[config.mk]
export PLATFORM = sky130hd
export DESIGN_NAME = uart_rx_ctrl
export DESIGN_NICKNAME = d
export VERILOG_FILES = /design/src/rtl/uart_rx_ctrl.sv
export SDC_FILE = /design/constraint.sdc
export NUM_CORES = 1
export LEC_CHECK = 0
export ABC_AREA = 1
export CAP_MARGIN = 20
export CORE_MARGIN = 2
export CORE_UTILIZATION = 55
export CTS_BUF_LIST = sky130_fd_sc_hd__clkbuf_4 sky130_fd_sc_hd__clkbuf_8
export DETAILED_ROUTE_END_ITERATION = 6
export PLACE_DENSITY = 0.73
export SKIP_CTS_REPAIR_TIMING = 1
export SYNTH_ARGS = -nofsm -noshare
export SYNTH_HDL_FRONTEND = slang
export SYNTH_SLANG_ARGS = --single-unit
[constraint.sdc]
create_clock -name clk -period 2 [get_ports clk]
set_input_delay 0.4 -clock clk [delete_from_list [all_inputs] [get_ports clk]]
set_output_delay 0.4 -clock clk [all_outputs]
set_load 0.02 [all_outputs]
[src/rtl/uart_rx_ctrl.sv]
// uart_rx_ctrl: 8N1 UART receive controller driven by an external start-edge pulse.
// Define UART_RX_PARITY_EN for 8E1 frames (even parity checked before the stop bit).
`default_nettype none

module uart_rx_ctrl #(
  parameter int CLK_FREQ = 50000000,
  parameter int BAUD     = 115200
) (
  input  logic       clk,
  input  logic       rst,
  input  logic       rx,
  input  logic       start_edge,
  output logic [7:0] rx_data,
  output logic       rx_valid,
  output logic       frame_err,
  output logic       rx_busy
);

  localparam int CPB   = CLK_FREQ / BAUD;
  localparam int HALF  = CPB / 2;
  localparam int CNT_W = $clog2(CPB);

  localparam logic [CNT_W-1:0] CNT_HALF = CNT_W'(HALF - 1);
  localparam logic [CNT_W-1:0] CNT_LAST = CNT_W'(CPB - 1);

`ifdef UART_RX_PARITY_EN
  typedef enum logic [2:0] {
    IDLE   = 3'd0,
    START  = 3'd1,
    DATA   = 3'd2,
    PARITY = 3'd3,
    STOP   = 3'd4
  } state_t;
`else
  typedef enum logic [2:0] {
    IDLE  = 3'd0,
    START = 3'd1,
    DATA  = 3'd2,
    STOP  = 3'd3
  } state_t;
`endif

  state_t           state;
  logic [CNT_W-1:0] baud_cnt;
  logic [2:0]       bit_idx;
  logic [7:0]       shift_reg;
  logic             stop_ok;

`ifdef UART_RX_PARITY_EN
  logic parity_err;
  assign stop_ok = rx & ~parity_err;
`else
  assign stop_ok = rx;
`endif

  always_ff @(posedge clk or negedge rst) begin
    if (!rst) begin
      state     <= IDLE;
      baud_cnt  <= '0;
      bit_idx   <= '0;
      shift_reg <= '0;
      rx_data   <= 8'h00;
      rx_valid  <= 1'b0;
      frame_err <= 1'b0;
      rx_busy   <= 1'b0;
`ifdef UART_RX_PARITY_EN
      parity_err <= 1'b0;
`endif
    end else begin
      rx_valid  <= 1'b0;
      frame_err <= 1'b0;
      case (state)
        IDLE: begin
          // Only the detector pulse opens a frame; a low rx level alone does not.
          if (start_edge) begin
            state    <= START;
            baud_cnt <= '0;
            rx_busy  <= 1'b1;
          end
        end

        START: begin
          if (baud_cnt == CNT_HALF) begin
            baud_cnt <= '0;
            if (!rx) begin
              state   <= DATA;
              bit_idx <= '0;
            end else begin
              state   <= IDLE;
              rx_busy <= 1'b0;
            end
          end else begin
            baud_cnt <= baud_cnt + 1'b1;
          end
        end

        DATA: begin
          if (baud_cnt == CNT_LAST) begin
            baud_cnt  <= '0;
            shift_reg <= {rx, shift_reg[7:1]};
            bit_idx   <= bit_idx + 3'd1;
            if (bit_idx == 3'd7) begin
`ifdef UART_RX_PARITY_EN
              state <= PARITY;
`else
              state <= STOP;
`endif
            end
          end else begin
            baud_cnt <= baud_cnt + 1'b1;
          end
        end

`ifdef UART_RX_PARITY_EN
        PARITY: begin
          if (baud_cnt == CNT_LAST) begin
            baud_cnt   <= '0;
            parity_err <= ^{shift_reg, rx};
            state      <= STOP;
          end else begin
            baud_cnt <= baud_cnt + 1'b1;
          end
        end
`endif

        STOP: begin
          if (baud_cnt == CNT_LAST) begin
            baud_cnt <= '0;
            state    <= IDLE;
            rx_busy  <= 1'b0;
            if (stop_ok) begin
              rx_data  <= shift_reg;
              rx_valid <= 1'b1;
            end else begin
              frame_err <= 1'b1;
            end
          end else begin
            baud_cnt <= baud_cnt + 1'b1;
          end
        end

        default: begin
          state   <= IDLE;
          rx_busy <= 1'b0;
        end
      endcase
    end
  end

endmodule

`default_nettype wire

# --- After elaboration in Yosys (flattened, before gate mapping) ---
# Index checks and enable logic that the tools add are counted.
op_classes:
  add_sub_neg: 2
  n_mux: 26
  bitwise: 1
  reduce_logical: 10
  eq_ne: 13
ops:
  columns: ["op", "count"]
  rows:
  - ["9-bit 2-to-1 mux", 3]
  - ["9-bit case mux with 3 select lines", 1]
  - ["3-bit 2-to-1 mux", 8]
  - ["2-bit != test, second input constant", 7]
  - ["3-bit case mux with 4 select lines", 1]
  - ["1-bit 2-to-1 mux", 10]
  - ["5-bit AND reduction", 2]
  - ["9-bit by 1-bit adder with 9-bit output, second input constant", 1]
  - ["9-bit by 8-bit == test with 1-bit output, second input constant", 1]
  - ["9-bit == test, second input constant", 1]
  - ["3-bit by 2-bit == test with 1-bit output, second input constant", 2]
  - ["3-bit case mux with 2 select lines", 1]
  - ["1-bit case mux with 4 select lines", 1]
  - ["2-bit AND reduction", 2]
  - ["4-bit AND reduction", 1]
  - ["3-bit by 1-bit adder with 3-bit output, second input constant", 1]
  - ["3-bit by 1-bit == test with 1-bit output, second input constant", 1]
  - ["3-bit == test, second input constant", 1]
  - ["3-bit logical NOT", 1]
  - ["3-bit AND reduction", 1]
  - ["3-bit nonzero test", 1]
  - ["2-bit 2-to-1 mux", 1]
  - ["2-bit nonzero test", 1]
  - ["2-bit OR reduction", 1]
  - ["1-bit NOT", 1]
totals:
  input_bits: 4
  word_cells: 60
  regBits: 34
  out_inout_bits: 11

# --- Depth between registers and ports, before layout ---
logic_depth:
  ltp_word: 4
  ltp_mapped: 10
  ltp_nobuf: 10

# --- Worst setup path before layout ---
# Ideal clock, no wire load.
synth_timing:
  path_type: "reg-to-reg"
  start: "register baud_cnt[1]"
  end: "register rx_data[3]"
  path_stages_with_launch: 11
  arrival_ps: 1315
  t_required_ps: 1882
  period_less_slack_ps: 1432
  setup_time_ps: 118
  n_path_buf: 1
  slack_ps: 568
  cell_sequence: "dfrtp_1 -> inv_1 -> ha_1 -> nand2_1 -> nor2_2 -> nand2_4 -> inv_2 -> nand3_4 -> buf_6 -> nand2_2 -> o21ai_2"
synth_between:
  elab_chain_len: 2
synth_rtl:
  columns: ["element", "line_no", "rtl"]
  rows:
  - ["start, declared", "44", "logic [CNT_W-1:0] baud_cnt;"]
  - ["start signal, assigned", "93", "baud_cnt <= baud_cnt + 1'b1;"]
  - ["start signal, assigned", "110", "baud_cnt <= baud_cnt + 1'b1;"]
  - ["start signal, assigned", "138", "baud_cnt <= baud_cnt + 1'b1;"]
  - ["9-bit == test", "127", "if (baud_cnt == CNT_LAST) begin"]
  - ["3-bit AND reduction (no line)", null, null]
  - ["end signal, assigned", "132", "rx_data <= shift_reg;"]
  - ["end, declared", "13", "output logic [7:0] rx_data,"]
# No other way between the ends.
# A chain may end at the register's enable or synchronous reset.

# --- Worst setup path after layout ---
layout_timing:
  start: "register rx_data[7]"
  end: "output port rx_data[7]"
# No word-level cell between the ends.

==> summary.txt <==
Critical path
  – Critical Path RT: 1.60 ns
  – Top delay family on crit path: buffers and inverters
  – Critical-path cell with the highest stage delay: clkdlybuf4s50_1
  – WP buf/inv: 1
  – Critical path cell sequence: clkdlybuf4s50_1
  – Kind of critical path: flop to output pin
  – Crit. End Element: output pin
  – Critical Path Max Stage Delay: 0.61 ns
  – CP arrival: 1.31 ns
  – Worst setup SP type: flop
  – Crit-path max FO: 2

Clocking
  – Num CTS Buffers: 5
  – CTS tree: built
  – Worst-path clk slew: 0.10 ns
  – Clk sinks: 33
  – Clock insertion delay at the later pin of the skew report: 0.33 ns
  – Root Buffer: clkbuf_4
  – Clock buffer depth: 2
  – H-tree depth: 2

STA
  – Min cycle time layout: 1.71 ns
  – Final period util: 0.855
  – Final slew viol count: 0
  – Final hold viol count: 0
  – RSZ-0062 raised after global routing: false
  – Setup ws final: 0.289 ns
  – Worst-case clock skew: 0.00644 ns
  – Slew Limit Headroom: 0.735
  – Max Freq: 584 MHz
  – Setup Total Neg Slack: 0 ns
  – Final setup fails: 0
  – Slew @ Worst Pin: 0.398 ns

Power and ir drop
  – P_leak: 0.000949 uW
  – VDD IR-drop max: 0.000830 V
  – Internal power: 1070 uW
  – Combinational share of power: 0.300
  – Clk pwr share: 0.216
  – Switching Fraction: 0.372
  – Sequential power share: 0.485
  – Pwr dens: 916 nW/um^2
  – Net switching power: 632 uW

Drt
  – DRC viols: 0
  – Vias: 1,219
  – Vias per cell: 5.12
  – Drt initial violations: 49
  – Final wirelength: 2.91 mm
  – Post-DR wirelength/cell: 12.2 um
  – ANT nets after route: 0
  – First-pass detailed-route iteration total: 5

GRT
  – Vias in the first global route: 1,207
  – GRT Util Overall: 0.196
  – Initial antenna violation count: 0
  – Total gr overflow: 0
  – Largest net degree at the start of global routing: 34
  – First-pass GRT wire length: 5.15 mm

Logic synthesis
  – Largest cells by area after synthesis: dfrtp_1, nand2_1, inv_1
  – Warnings from Yosys: 0
  – Yosys top cell area share: 0.505
  – Area leader, netlist: dfrtp_1
  – Yosys cell types: 30
  – Sequential share of the synthesized area: 0.505
  – Syn nets: 196
  – Post-Syn Instances: 187
  – Post-Syn Area: 1640 um^2
  – #FFs+latches synth: 33
  – Syn_area_per_cell: 8.75 um^2

Placement
  – Dpl ws: 0.400 ns
  – Routability Congestion: 0.896
  – Port buffer count: 14
  – HPWL Detailed: 2.15 mm

Run status
  – Status: finished clean

Job
  – Maxcap violations: 0

Min path
  – Worst Hold Class: input pin to async pin

Finish
  – Most frequent cells in the layout: nand2_1, dfrtp_1, inv_1
  – Layout cells sized above 1: 0.145
  – Max reg flops: 9
  – Register area: 826 um^2
  – Fillers: 239
  – Ant. Diodes: 0
  – Footprint of the multi-input gates: 674 um^2
  – Commonest non-fill, non-tap cell in the layout: nand2_1
  – Layout Nets: 215
  – Layout area overhead: 13.3%

Floorplan
  – Core Region: 2780 um^2
  – Die area: 3430 um^2
  – Ports: 15
  – Die W: 58.6 um
  – Initial Utilization: 0.588
  – Row count: 19
  – Die H: 58.6 um
## worst paths after layout
path                                          startpoint                       end  slack, ns  depth (start not counted)
worst max-delay path              rx_data[7]$_DFFE_PN0P_                rx_data[7]       0.29                          1
worst min-delay path                                 rst   baud_cnt[0]$_DFFE_PN0P_       0.46                          2
worst max register to register   baud_cnt[1]$_DFFE_PN0P_    bit_idx[0]$_DFFE_PN0P_       0.40                          9
worst min register to register  shift_reg[7]$_DFFE_PN0P_  shift_reg[6]$_DFFE_PN0P_       0.49                          2
max in group asynchronous                            rst    rx_data[4]$_DFFE_PN0P_       1.25                          2
min in group clk                shift_reg[7]$_DFFE_PN0P_  shift_reg[6]$_DFFE_PN0P_       0.49                          2
## logic make-up (layout without fill, tap and decap cells)
group           after synthesis  after routing  synth area share
simple gates                 82             82             0.240
flops                        33             33             0.505
buf+inv                      33             53            0.0833
compound gates               31             31             0.118
fa+ha+maj                     5              5            0.0382
xor+xnor                      3              3            0.0161
## power groups by stage
stage	Clock (uW)	Combinational, uW	Sequential, uW
final	366	509	823
after global routing	400	589	832
after CTS	375	509	822
after detailed placement	0	508	834
after global placement	0	496	828
after floorplan	0	375	828
## cell type report
cell class | instances | share of cell area
Sequential cell | 33 | 0.445
Timing Repair Buffer | 15 | 0.0796
Clock buffer | 6 | 0.0243
Inverter | 30 | 0.0607
Clock inverter | 2 | 0.00540
Multi-Input combinational cell | 121 | 0.364
Tap cell | 31 | 0.0209
## routing by layer
layer  up-vias  global-route usage  part of all wire
met2        27               0.303              0.47
met5         -                   0                 0
met1       556               0.272              0.48
met3         5              0.0396             0.039
met4         0              0.0797             0.014
li1        631                   -                 -
## Yosys cell counts (all sizes together)
| cell type | instances |
|---|---|
| nand4 | 4 |
| or2 | 2 |
| o21bai | 1 |
| nor3 | 1 |
| nor2 | 8 |
| nand2 | 57 |
| xnor2 | 1 |
| o31ai | 1 |
| buf | 3 |
| inv | 30 |
| ha | 5 |
| xor2 | 2 |
| dfrtp | 33 |
| o211ai | 1 |
| a21oi | 1 |
| nand3 | 10 |
| o22ai | 3 |
| o21ai | 24 |
## metrics by stage
stage                     area, um^2  power (uW)  utilization  cells  hold slack, ns
after floorplan                 1640        1200            -    187           0.104
after global placement          1800        1320        0.647    230           0.459
after detailed placement        1800        1340        0.647    230           0.470
after CTS                       1850        1710        0.667    238           0.453
after global routing            1850        1820        0.667    238           0.488
final                           1850        1700        0.667    238           0.455
No activity file was read; power rests on OpenSTA's default activity.
